**src/rtl/dma_chan_arbiter.sv**
```systemverilog
// dma_chan_arbiter
//   Round-robin arbiter/sequencer sharing one DMA engine among NCH channels.
//   A request is granted (one-hot gnt), the engine gets a one-cycle start,
//   the arbiter then waits for eng_done or aborts on a watchdog timeout, and
//   finally releases the grant and advances the round-robin pointer.
//
// Handshake: req[i] is a level held by the channel until it sees gnt[i];
//   gnt stays high from grant until the transfer ends, and dropping req
//   while granted has no effect. eng_start and eng_abort are single-cycle
//   pulses; eng_done is a single-cycle pulse honoured only in BUSY.
//
// Ports
//   clk        clock, rising edge
//   rst        asynchronous, active-high reset
//   req        per-channel request levels
//   gnt        one-hot grant
//   eng_start  one-cycle start pulse to the engine
//   eng_chan   index of the granted channel (valid while gnt != 0)
//   eng_done   engine completion pulse
//   eng_abort  one-cycle abort pulse on watchdog timeout
//   err        sticky per-channel timeout flags
//   err_clr    per-bit clear of err (a same-cycle set wins)
//   busy       high whenever the arbiter is not idle
//
// Optional feature: DMA_ARB_KEYLOCK_EN adds input key_in and parameter KEY.
//   With key_in != KEY the idle state diverts to IDLE_D, which grants with
//   fixed priority (lowest index first) and leaves the pointer untouched.
//
// State encoding: IDLE=0, GRANT=1, BUSY=2, RELEASE=3, IDLE_D=4.
// All outputs are registered.
module dma_chan_arbiter #(
    parameter int NCH     = 4,
    parameter int CHW     = 2,
    parameter int TOW     = 8,
    parameter int TIMEOUT = 200
`ifdef DMA_ARB_KEYLOCK_EN
    ,
    parameter logic [7:0] KEY = 8'hA5
`endif
) (
    input  logic           clk,
    input  logic           rst,
    input  logic [NCH-1:0] req,
    output logic [NCH-1:0] gnt,
    output logic           eng_start,
    output logic [CHW-1:0] eng_chan,
    input  logic           eng_done,
    output logic           eng_abort,
    output logic [NCH-1:0] err,
    input  logic [NCH-1:0] err_clr,
    output logic           busy
`ifdef DMA_ARB_KEYLOCK_EN
    ,
    input  logic [7:0]     key_in
`endif
);

    localparam logic [2:0] S_IDLE    = 3'd0;
    localparam logic [2:0] S_GRANT   = 3'd1;
    localparam logic [2:0] S_BUSY    = 3'd2;
    localparam logic [2:0] S_RELEASE = 3'd3;
`ifdef DMA_ARB_KEYLOCK_EN
    localparam logic [2:0] S_IDLE_D  = 3'd4;
`endif

    logic [2:0]     state, state_next;
    logic [CHW-1:0] ptr, ptr_next;
    logic [TOW-1:0] wd, wd_next;
    logic           fixed_pri, fixed_pri_next;
    logic [NCH-1:0] gnt_next, err_next;
    logic [CHW-1:0] chan_next;
    logic           start_next, abort_next, busy_next;
    logic [CHW-1:0] rr_pick;
    logic           rr_found;
    logic           timeout_hit;
    logic           idle_grant;

    assign timeout_hit = (wd == TOW'(TIMEOUT - 1));

`ifdef DMA_ARB_KEYLOCK_EN
    logic           key_ok;
    logic [CHW-1:0] fx_pick;
    assign key_ok     = (key_in == KEY);
    assign idle_grant = key_ok && (|req);

    // Fixed priority: scanning downwards leaves the lowest set index.
    always_comb begin
        fx_pick = '0;
        for (int i = NCH - 1; i >= 0; i--) begin
            if (req[i]) fx_pick = CHW'(i);
        end
    end
`else
    assign idle_grant = |req;
`endif

    // Round-robin: first set request scanning ptr, ptr+1, ... modulo NCH.
    always_comb begin
        rr_pick  = '0;
        rr_found = 1'b0;
        for (int i = 0; i < NCH; i++) begin
            if (!rr_found && req[CHW'((int'(ptr) + i) % NCH)]) begin
                rr_found = 1'b1;
                rr_pick  = CHW'((int'(ptr) + i) % NCH);
            end
        end
    end

    // State register
    always_ff @(posedge clk or posedge rst) begin
        if (rst) state <= S_IDLE;
        else     state <= state_next;
    end

    // Next-state logic
    always_comb begin
        state_next = S_IDLE;
        case (state)
            S_IDLE: begin
`ifdef DMA_ARB_KEYLOCK_EN
                if (!key_ok)         state_next = S_IDLE_D;
                else
`endif
                if (idle_grant)      state_next = S_GRANT;
                else                 state_next = S_IDLE;
            end
`ifdef DMA_ARB_KEYLOCK_EN
            S_IDLE_D: begin
                if (|req)            state_next = S_GRANT;
                else if (key_ok)     state_next = S_IDLE;
                else                 state_next = S_IDLE_D;
            end
`endif
            S_GRANT:                 state_next = S_BUSY;
            // Done takes priority over a coincident timeout.
            S_BUSY: begin
                if (eng_done || timeout_hit) state_next = S_RELEASE;
                else                         state_next = S_BUSY;
            end
            S_RELEASE:               state_next = S_IDLE;
            default:                 state_next = S_IDLE;
        endcase
    end

    // Output logic: next values of the registered outputs and datapath.
    // gnt drops on the BUSY exit edge so eng_done -> gnt low is one cycle.
    always_comb begin
        gnt_next       = gnt;
        chan_next      = eng_chan;
        start_next     = 1'b0;
        abort_next     = 1'b0;
        err_next       = err & ~err_clr;
        ptr_next       = ptr;
        wd_next        = wd;
        fixed_pri_next = fixed_pri;
        case (state)
            S_IDLE: begin
                if (idle_grant) begin
                    gnt_next       = {{(NCH-1){1'b0}}, 1'b1} << rr_pick;
                    chan_next      = rr_pick;
                    fixed_pri_next = 1'b0;
                end
            end
`ifdef DMA_ARB_KEYLOCK_EN
            S_IDLE_D: begin
                if (|req) begin
                    gnt_next       = {{(NCH-1){1'b0}}, 1'b1} << fx_pick;
                    chan_next      = fx_pick;
                    fixed_pri_next = 1'b1;
                end
            end
`endif
            S_GRANT: begin
                start_next = 1'b1;
                wd_next    = '0;
            end
            S_BUSY: begin
                wd_next = (wd == TOW'(TIMEOUT)) ? wd : wd + 1'b1;
                if (eng_done) begin
                    gnt_next = '0;
                end else if (timeout_hit) begin
                    gnt_next           = '0;
                    abort_next         = 1'b1;
                    err_next[eng_chan] = 1'b1;
                end
            end
            S_RELEASE: begin
                gnt_next = '0;
                // Fixed-priority grants never move the pointer.
                if (!fixed_pri)
                    ptr_next = (eng_chan == CHW'(NCH - 1)) ? '0 : eng_chan + 1'b1;
            end
            default: begin
                gnt_next = '0;
            end
        endcase
`ifdef DMA_ARB_KEYLOCK_EN
        busy_next = (state_next != S_IDLE) && (state_next != S_IDLE_D);
`else
        busy_next = (state_next != S_IDLE);
`endif
    end

    // Registered outputs and datapath
    always_ff @(posedge clk or posedge rst) begin
        if (rst) begin
            gnt       <= '0;
            eng_chan  <= '0;
            eng_start <= 1'b0;
            eng_abort <= 1'b0;
            err       <= '0;
            busy      <= 1'b0;
            ptr       <= '0;
            wd        <= '0;
            fixed_pri <= 1'b0;
        end else begin
            gnt       <= gnt_next;
            eng_chan  <= chan_next;
            eng_start <= start_next;
            eng_abort <= abort_next;
            err       <= err_next;
            busy      <= busy_next;
            ptr       <= ptr_next;
            wd        <= wd_next;
            fixed_pri <= fixed_pri_next;
        end
    end

endmodule
```
**config.mk**
```make
export PLATFORM = sky130hd
export DESIGN_NAME = dma_chan_arbiter
export DESIGN_NICKNAME = d
export VERILOG_FILES = /design/src/rtl/dma_chan_arbiter.sv
export SDC_FILE = /design/constraint.sdc
export NUM_CORES = 1
export LEC_CHECK = 0
export BUFFER_PORTS_ARGS = -buffer_cell sky130_fd_sc_hd__buf_2
export CORE_ASPECT_RATIO = 0.6
export CORE_MARGIN = 8
export CORE_UTILIZATION = 55
export CTS_CLUSTER_SIZE = 8
export DETAILED_ROUTE_END_ITERATION = 8
export GPL_ROUTABILITY_DRIVEN = 0
export PLACE_DENSITY = 0.84
export SETUP_SLACK_MARGIN = 0.2
export SLEW_MARGIN = 10
export SYNTH_ARGS = -nofsm -noshare
export SYNTH_HDL_FRONTEND = slang
export SYNTH_SLANG_ARGS = --single-unit
```
**constraint.sdc**
```tcl
create_clock -name clk -period 2.9 [get_ports clk]
set_clock_uncertainty 0.05 [all_clocks]
set_input_delay 0.145 -clock clk [delete_from_list [all_inputs] [get_ports clk]]
set_output_delay 0.145 -clock clk [all_outputs]
set_load 0.01 [all_outputs]
```
==> results of run 1 <==
[path summary, 6_finish.rpt]
kind,end,start,slack (ns),cells after the start
max reg2reg,gnt[3],state[0],1.04,6
min reg2reg,wd[7],wd[7],0.47,1
min,err[2],err_clr[2],-0.002,2
max,gnt[3],state[0],1.04,6
min in group asynchronous,err[1],rst,0.01,2
max in group asynchronous,gnt[3],rst,2.23,2
[power groups by stage]
stage / clock network, W / logic, W / registers (W)
after floorplan: 0 / 0.000400 / 0.000554
after global placement: 0 / 0.000542 / 0.000555
after detailed placement: 0 / 0.000575 / 0.000559
after CTS: 0.000218 / 0.000579 / 0.000552
after global routing: 0.000228 / 0.000654 / 0.000569
final: 0.000211 / 0.000578 / 0.000554
[layout make-up]
cell class              count  area, sq um  share of cell area [%]
multi-input cells          97          682                    43.7
flip-flops and latches     25          626                    40.1
repair buffers             23          115                    7.38
inverters                  13         48.8                    3.13
clock buffers               3         41.3                    2.65
well taps                  32         40.0                    2.57
clock inverters             1         7.51                   0.481
[per-stage QoR]
stage                     utilization (%)  instances  setup slack [ns]  instance area, sq um
final                                64.1        194              1.04                  1560
after global placement               62.1        190              1.17                  1510
after CTS                            64.1        194              1.05                  1560
after detailed placement             62.1        190              1.07                  1510
after global routing                 64.1        194             0.820                  1560
after floorplan                         -        138              1.20                  1370
[state kept, by name (all words and copies together), names as in the netlist]
register   flops
ptr            2
eng_start      1
eng_chan       2
eng_abort      1
wd             8
err            4
busy           1
gnt            4
state          2
[cells by family (layout without fill, tap and decap cells)]
group	count (synthesis)	in the layout	share of synthesized area, %
multiplexers	4	4	3.20
AND/OR/NAND/NOR	48	48	20.9
adder cells (fa/ha/maj)	10	10	9.15
AO/OA/AOI/OAI	34	34	16.0
flip-flops	25	25	45.7
XOR/XNOR	1	1	0.641
buffers and inverters	16	40	4.39
[routing by layer]
metal	up-vias	wire length [um]	GRT usage [%]
met2	45	1350	23.6
met1	546	1380	17.3
met4	0	14	2.69
li1	532	-	-
met3	4	278	5.57
met5	-	0	0
[cell usage in the layout (no fill, tap or decap), types with 4 or more instances in the layout]
cell type	Yosys	routed
buf_2	0	23
nand2_1	13	13
dfrtp_1	25	25
o31ai_1	4	4
nor2b_1	4	4
ha_1	10	10
a21oi_1	10	10
o21ai_0	12	12
nand3_1	5	5
inv_1	13	13
==> metrics.yaml, run 1 <==
setup_path:
  end_kind: "flop"
  max_stage_delay_ns: 0.41
  path_buf_inv: 1
  critPathMaxFanout: 9
  slowest_stage: "dfrtp_1"
  path_cells: "inv_1 -> ha_1 -> nor2b_1 -> a2bb2oi_1 -> a21oi_1 -> o32ai_2"
  path_delay_family: "compound AO/OA/AOI/OAI gates"
  start_kind: "flop"
  cp.required_ns: 3.03
  crit_type: "flop to flop"
  cp.arrival_ns: 1.99
timing:
  finalSetupViolCount: 0
  final_max_slew_viol_count: 0
  fin_crit_sh_pct: 64.3
  fmax_mhz: 537
  timing.hold.ws_ns: -0.00246
  period_needed_ns: 1.86
  slew_headroom_pct: 38.6
  fin_setup_tns_ns: 0
  rsz0062_at_grt: "false"
  tightest_slew_ns: 0.919
  hold_viol: 1
power:
  internal_power_w: 0.000794
  p_sw_w: 0.000549
  p_seq_share_pct: 41.3
  combinationalPowerShare_pct: 43.0
  powerDensity_mw_per_mm2: 861
  p_clk_share_pct: 15.7
  peakVddDrop_mv: 0.446
  p_total_w: 0.00134
  netSwitchingFraction_pct: 40.8
  p_leak_nw: 0.743
logic_synthesis:
  ys_warn_count: 0
  yosysSeqAreaShare_pct: 45.7
  postSynthCellCount: 138
  avgSynthCellArea_sq_um: 9.91
  synth-edff-count: 0
  ys_async_sr_fraction_pct: 100
  synthTopCellsByArea: "dfrtp_1 (46%), ha_1 (9.1%), o21ai_0 (4.4%)"
  synth.largest_area_cell: "dfrtp_1"
  ys_seq_elements: 25
  synth_top_area_share_pct: 45.7
  synth.most_common_cell: "dfrtp_1"
  synth.distinct_cells: 37
  ys.flop_type: "dfrtp_1"
  synth_top_cells_by_count: "dfrtp_1 (25), inv_1 (13), nand2_1 (13), o21ai_0 (12)"
  synth_nets: 159
  syn_area_sq_mm: 0.00137
cells_and_area:
  fillers: 199
  final_layout_size_suffix_gt1_share_pct: 21.6
  num-nets-final: 184
  n_antenna_cell: 0
  area_growth_pct: 14.1
floorplan:
  ios: 24
  start_util_pct: 56.2
  die_width_um: 80.4
  die-height_um: 54.6
  die_area_sq_mm: 0.00439
  core_sq_mm: 0.00243
  fp-row-count: 14
drt:
  routed_wirelength_mm: 3.03
  vias: 1127
  drt-initial-drc-count: 92
  drc: 0
  ant_nets: 0
  viasPerCell: 5.81
  wl_per_cell_um: 15.6
  dr.pass1.iters: 4
clock_tree:
  htreeDepth: 1
  cts_tree: "yes"
  root_buffer: "clkbuf_8"
  clock_sinks: 25
  cts_setup_buffers: 0
  cts_resized: 0
  path_clk_slew_ns: 0.09
  cts.hold.buffers_added: 0
  numCtsBuffers: 3
  insertion_delay_ns: 0.27
  clock_path_buffers: 2
global_route:
  grt_pass1_wl_mm: 4.83
  gr-total-overflow: 0
  antenna_found_initial: 0
  grt_start_max_net_pins: 26
  grt_usage_pct: 14.1
  first_global_vias: 1072
outcome:
  violations: "hold timing"
  outcome: "complete, but fails checks"
place:
  dpl.hpwl_mm: 2.38
  io_buffers: 23
min_path:
  hold_path_class: "input port to flop"
flow_run:
  cap_violations: 0
Power figures use the tool's default switching activity.
==> inputs of run 2 (changes only) <==
ABC_AREA = 1   (was unset)
CORE_UTILIZATION = 51   (was 55)
PLACE_DENSITY = 0.8   (was 0.84)
clock period = 1.7 ns   (was 2.9 ns; I/O delays follow)
==> run 2 against run 1 <==
The run now ends clean; area after synthesis up 17%; cell count increased by 53%; critical endpoint unchanged; critical path depth increased by 3; count of clock-buffer cells in the layout unchanged; sequential cell count is the same; die area grew 20%; via count is 38% higher; non-clock buffer count grew 25; largest power group unchanged; routed wire length increased by 51%.
==> metrics.yaml, run 2 <==
logic_synthesis:
  synth.largest_area_cell: "dfrtp_1"
  ys_async_sr_fraction_pct: 100  # unchanged
  synth.distinct_cells: 28  # -24%
  synth_top_area_share_pct: 38.9  # -6.8 points
  yosysSeqAreaShare_pct: 38.9  # -6.8 points
  avgSynthCellArea_sq_um: 7.88  # -21%
  synth.most_common_cell: "nand2_1"
  postSynthCellCount: 204  # +48%
  ys_seq_elements: 25  # unchanged
  ys_warn_count: 0  # unchanged
  synth-edff-count: 0  # unchanged
  ys.flop_type: "dfrtp_1"
  syn_area_sq_mm: 0.00161  # +17%
  synthTopCellsByArea: "dfrtp_1 (39%), nand2_1 (14%), ha_1 (7.8%)"
  synth_nets: 225  # +42%
  synth_top_cells_by_count: "nand2_1 (58), inv_1 (31), dfrtp_1 (25), nand3_1 (15), o21ai_0 (15)"
cells_and_area:
  top_regs: "wd x8, err x4, gnt x4"
  final_layout_size_suffix_gt1_share_pct: 45.3  # +24 points
  area_growth_pct: 39.1
  multi_input_area_sq_mm: 0.00102  # +49%
  n_antenna_cell: 0  # unchanged
  regMostFlops: "wd"
  layout_common_cells: "nand2_1 (44), inv_1 (25), dfrtp_1 (23), buf_2 (23), nand2_2 (19)"
  fillers: 201  # +1.0%
  largest_reg_flops: 8  # unchanged
  layout_commonest_cell: "nand2_1"
  ff_latch_area_sq_um: 628  # +0.40%
  num-nets-final: 276  # +50%
clock_tree:
  insertion_delay_ns: 0.27  # about the same
  cts_tree: "yes"
  root_buffer: "clkbuf_8"
  htreeDepth: 1  # unchanged
  path_clk_slew_ns: 0.09  # about the same
  clock_sinks: 25  # unchanged
  clock_path_buffers: 2  # unchanged
  numCtsBuffers: 3  # unchanged
timing:
  final_max_slew_viol_count: 0  # unchanged
  period_needed_ns: 1.67  # -0.191 ns
  fmax_mhz: 598  # +11%
  rsz0062_at_grt: "true"
  setup_ws_ns: 0.0270  # -1.01 ns
  finalSetupViolCount: 0  # unchanged
  slew_headroom_pct: 73.8  # +35 points
  tightest_slew_ns: 0.391  # -0.529 ns
  fin_crit_sh_pct: 98.4  # +34 points
  hold_viol: 0  # -1
  fin_setup_tns_ns: 0  # unchanged
power:
  p_total_w: 0.00390  # +190%
  powerDensity_mw_per_mm2: 1750  # +100%
  p_leak_nw: 1.12  # +51%
  peakVddDrop_mv: 1.05  # +130%
min_path:
  hold_path_class: "input port to flop"
  min_delay_path_depth: 4  # +2
floorplan:
  die_area_sq_mm: 0.00526  # +20%
  die_width_um: 88.5  # +10%
  die-height_um: 59.5  # +8.9%
  ios: 24  # unchanged
  core_sq_mm: 0.00293  # +20%
  fp-row-count: 15  # +1
  start_util_pct: 54.9  # -1.3 points
global_route:
  first_global_vias: 1358  # +27%
  gr-total-overflow: 0  # unchanged
  grt_start_max_net_pins: 26  # unchanged
  antenna_found_initial: 0  # unchanged
  grt_pass1_wl_mm: 6.21  # +29%
  grt_usage_pct: 15.0  # +0.84 points
drt:
  routed_wirelength_mm: 4.57  # +51%
  viasPerCell: 5.24  # -9.7%
  drc: 0  # unchanged
  drt-initial-drc-count: 120  # +30%
  ant_nets: 0  # unchanged
  vias: 1552  # +38%
  wl_per_cell_um: 15.4  # -1.1%
  dr.pass1.iters: 4  # unchanged
setup_path:
  path_delay_family: "simple AND/OR/NAND/NOR gates"
  cp.arrival_ns: 1.84  # -0.15 ns
  path_depth: 9  # +3
  critPathMaxFanout: 4  # -5
  start_kind: "flop"
  end_kind: "flop"
  r2r_cells: 9  # +3
  slowest_stage: "dfrtp_1"
  timing.critical_path.mode_cell: "nand2_1"
  crit_type: "flop to flop"
  path_buf_inv: 1  # unchanged
  max_stage_delay_ns: 0.39  # -0.02 ns
  cp.required_ns: 1.86  # -1.17 ns
  path_cells: "ha_2 -> nand2_2 -> inv_2 -> nand2_1 -> o211ai_1 -> nand2_1 -> nor2_4 -> nand3_1 -> nand2_1"
place:
  dp_slack_ns: 0.00323  # -1.07 ns
  io_buffers: 23  # unchanged
  dpl.hpwl_mm: 2.64  # +11%
flow_run:
  cap_violations: 0  # unchanged
outcome:
  outcome: "completed"
run 2: cell types whose count changed in the layout (fill, tap and decap cells not counted), moves of 6 or more:
cell / change
a21oi_1: -8
buf_4: +13
buf_6: +6
inv_1: +12
inv_2: +7
nand2_1: +31
nand2_2: +19
nand2_4: +7
nand3_2: +7
o21ai_2: +7
run 2: routing by layer:
metal,routed length (um),track usage [%],vias to the layer above
met2,2000,19.4,77
met4,50,4.06,0
li1,-,-,752
met1,2070,22.4,715
met5,0,0,-
met3,449,4.70,8
run 2: timing repair:
action	in CTS	in global routing
endpoints found under the hold margin	29	0
pin swaps	15	23
resized for setup	23	47
endpoints found under the setup margin	11	18
setup buffers	6	10
hold buffers	5	0
run 2: worst paths after layout:
kind	end	start	slack [ns]
max	gnt[3]	wd[1]	0.03
min	eng_abort	eng_done	0.1
max in group asynchronous	ptr[0]	rst	1.01
min reg2reg	gnt[0]	gnt[0]	0.44
min in group asynchronous	wd[4]	rst	0.34
max reg2reg	gnt[3]	wd[1]	0.03
run 2: where the power goes:
group          leakage (nW)  internal, W  switching, W
combinational         0.771      0.00103       0.00156
clock                0.0255     0.000164      0.000192
sequential            0.328     0.000769      0.000188
run 2: cell type report:
class | count | share of cell area (%)
inverter | 35 | 6.33
multi-input combinational | 142 | 45.5
clock inverter | 1 | 0.224
clock buffer | 3 | 1.85
tap | 42 | 2.35
timing repair buffer | 48 | 15.7
sequential | 25 | 28.1
run 2: kinds of logic after synthesis:
| group | Yosys count | share of synthesized area [%] |
|---|---|---|
| AO/OA/AOI/OAI | 28 | 10.5 |
| XOR/XNOR | 2 | 1.09 |
| adder cells (fa/ha/maj) | 10 | 7.79 |
| buffers and inverters | 37 | 9.74 |
| flip-flops | 25 | 38.9 |
| AND/OR/NAND/NOR | 102 | 31.9 |
run 2: tightest hold or removal path, delay by kind of cell:
family                 cells  cell delay (ns)
buffers and inverters      3             0.21
AND/OR/NAND/NOR            1             0.09
run 2: per-stage QoR:
| step | util [%] | instances | area, sq um | hold WS [ns] |
|---|---|---|---|---|
| 2_1_floorplan | - | 204 | 1610 | 0.0623 |
| 3_3_place_gp | 60.9 | 271 | 1780 | 0.0984 |
| 3_5_place_dp | 60.9 | 271 | 1780 | 0.100 |
| 4_1_cts | 67.7 | 286 | 1980 | 0.124 |
| 5_1_grt | 76.3 | 296 | 2230 | 0.0943 |
| 6_report | 76.3 | 296 | 2230 | 0.0954 |
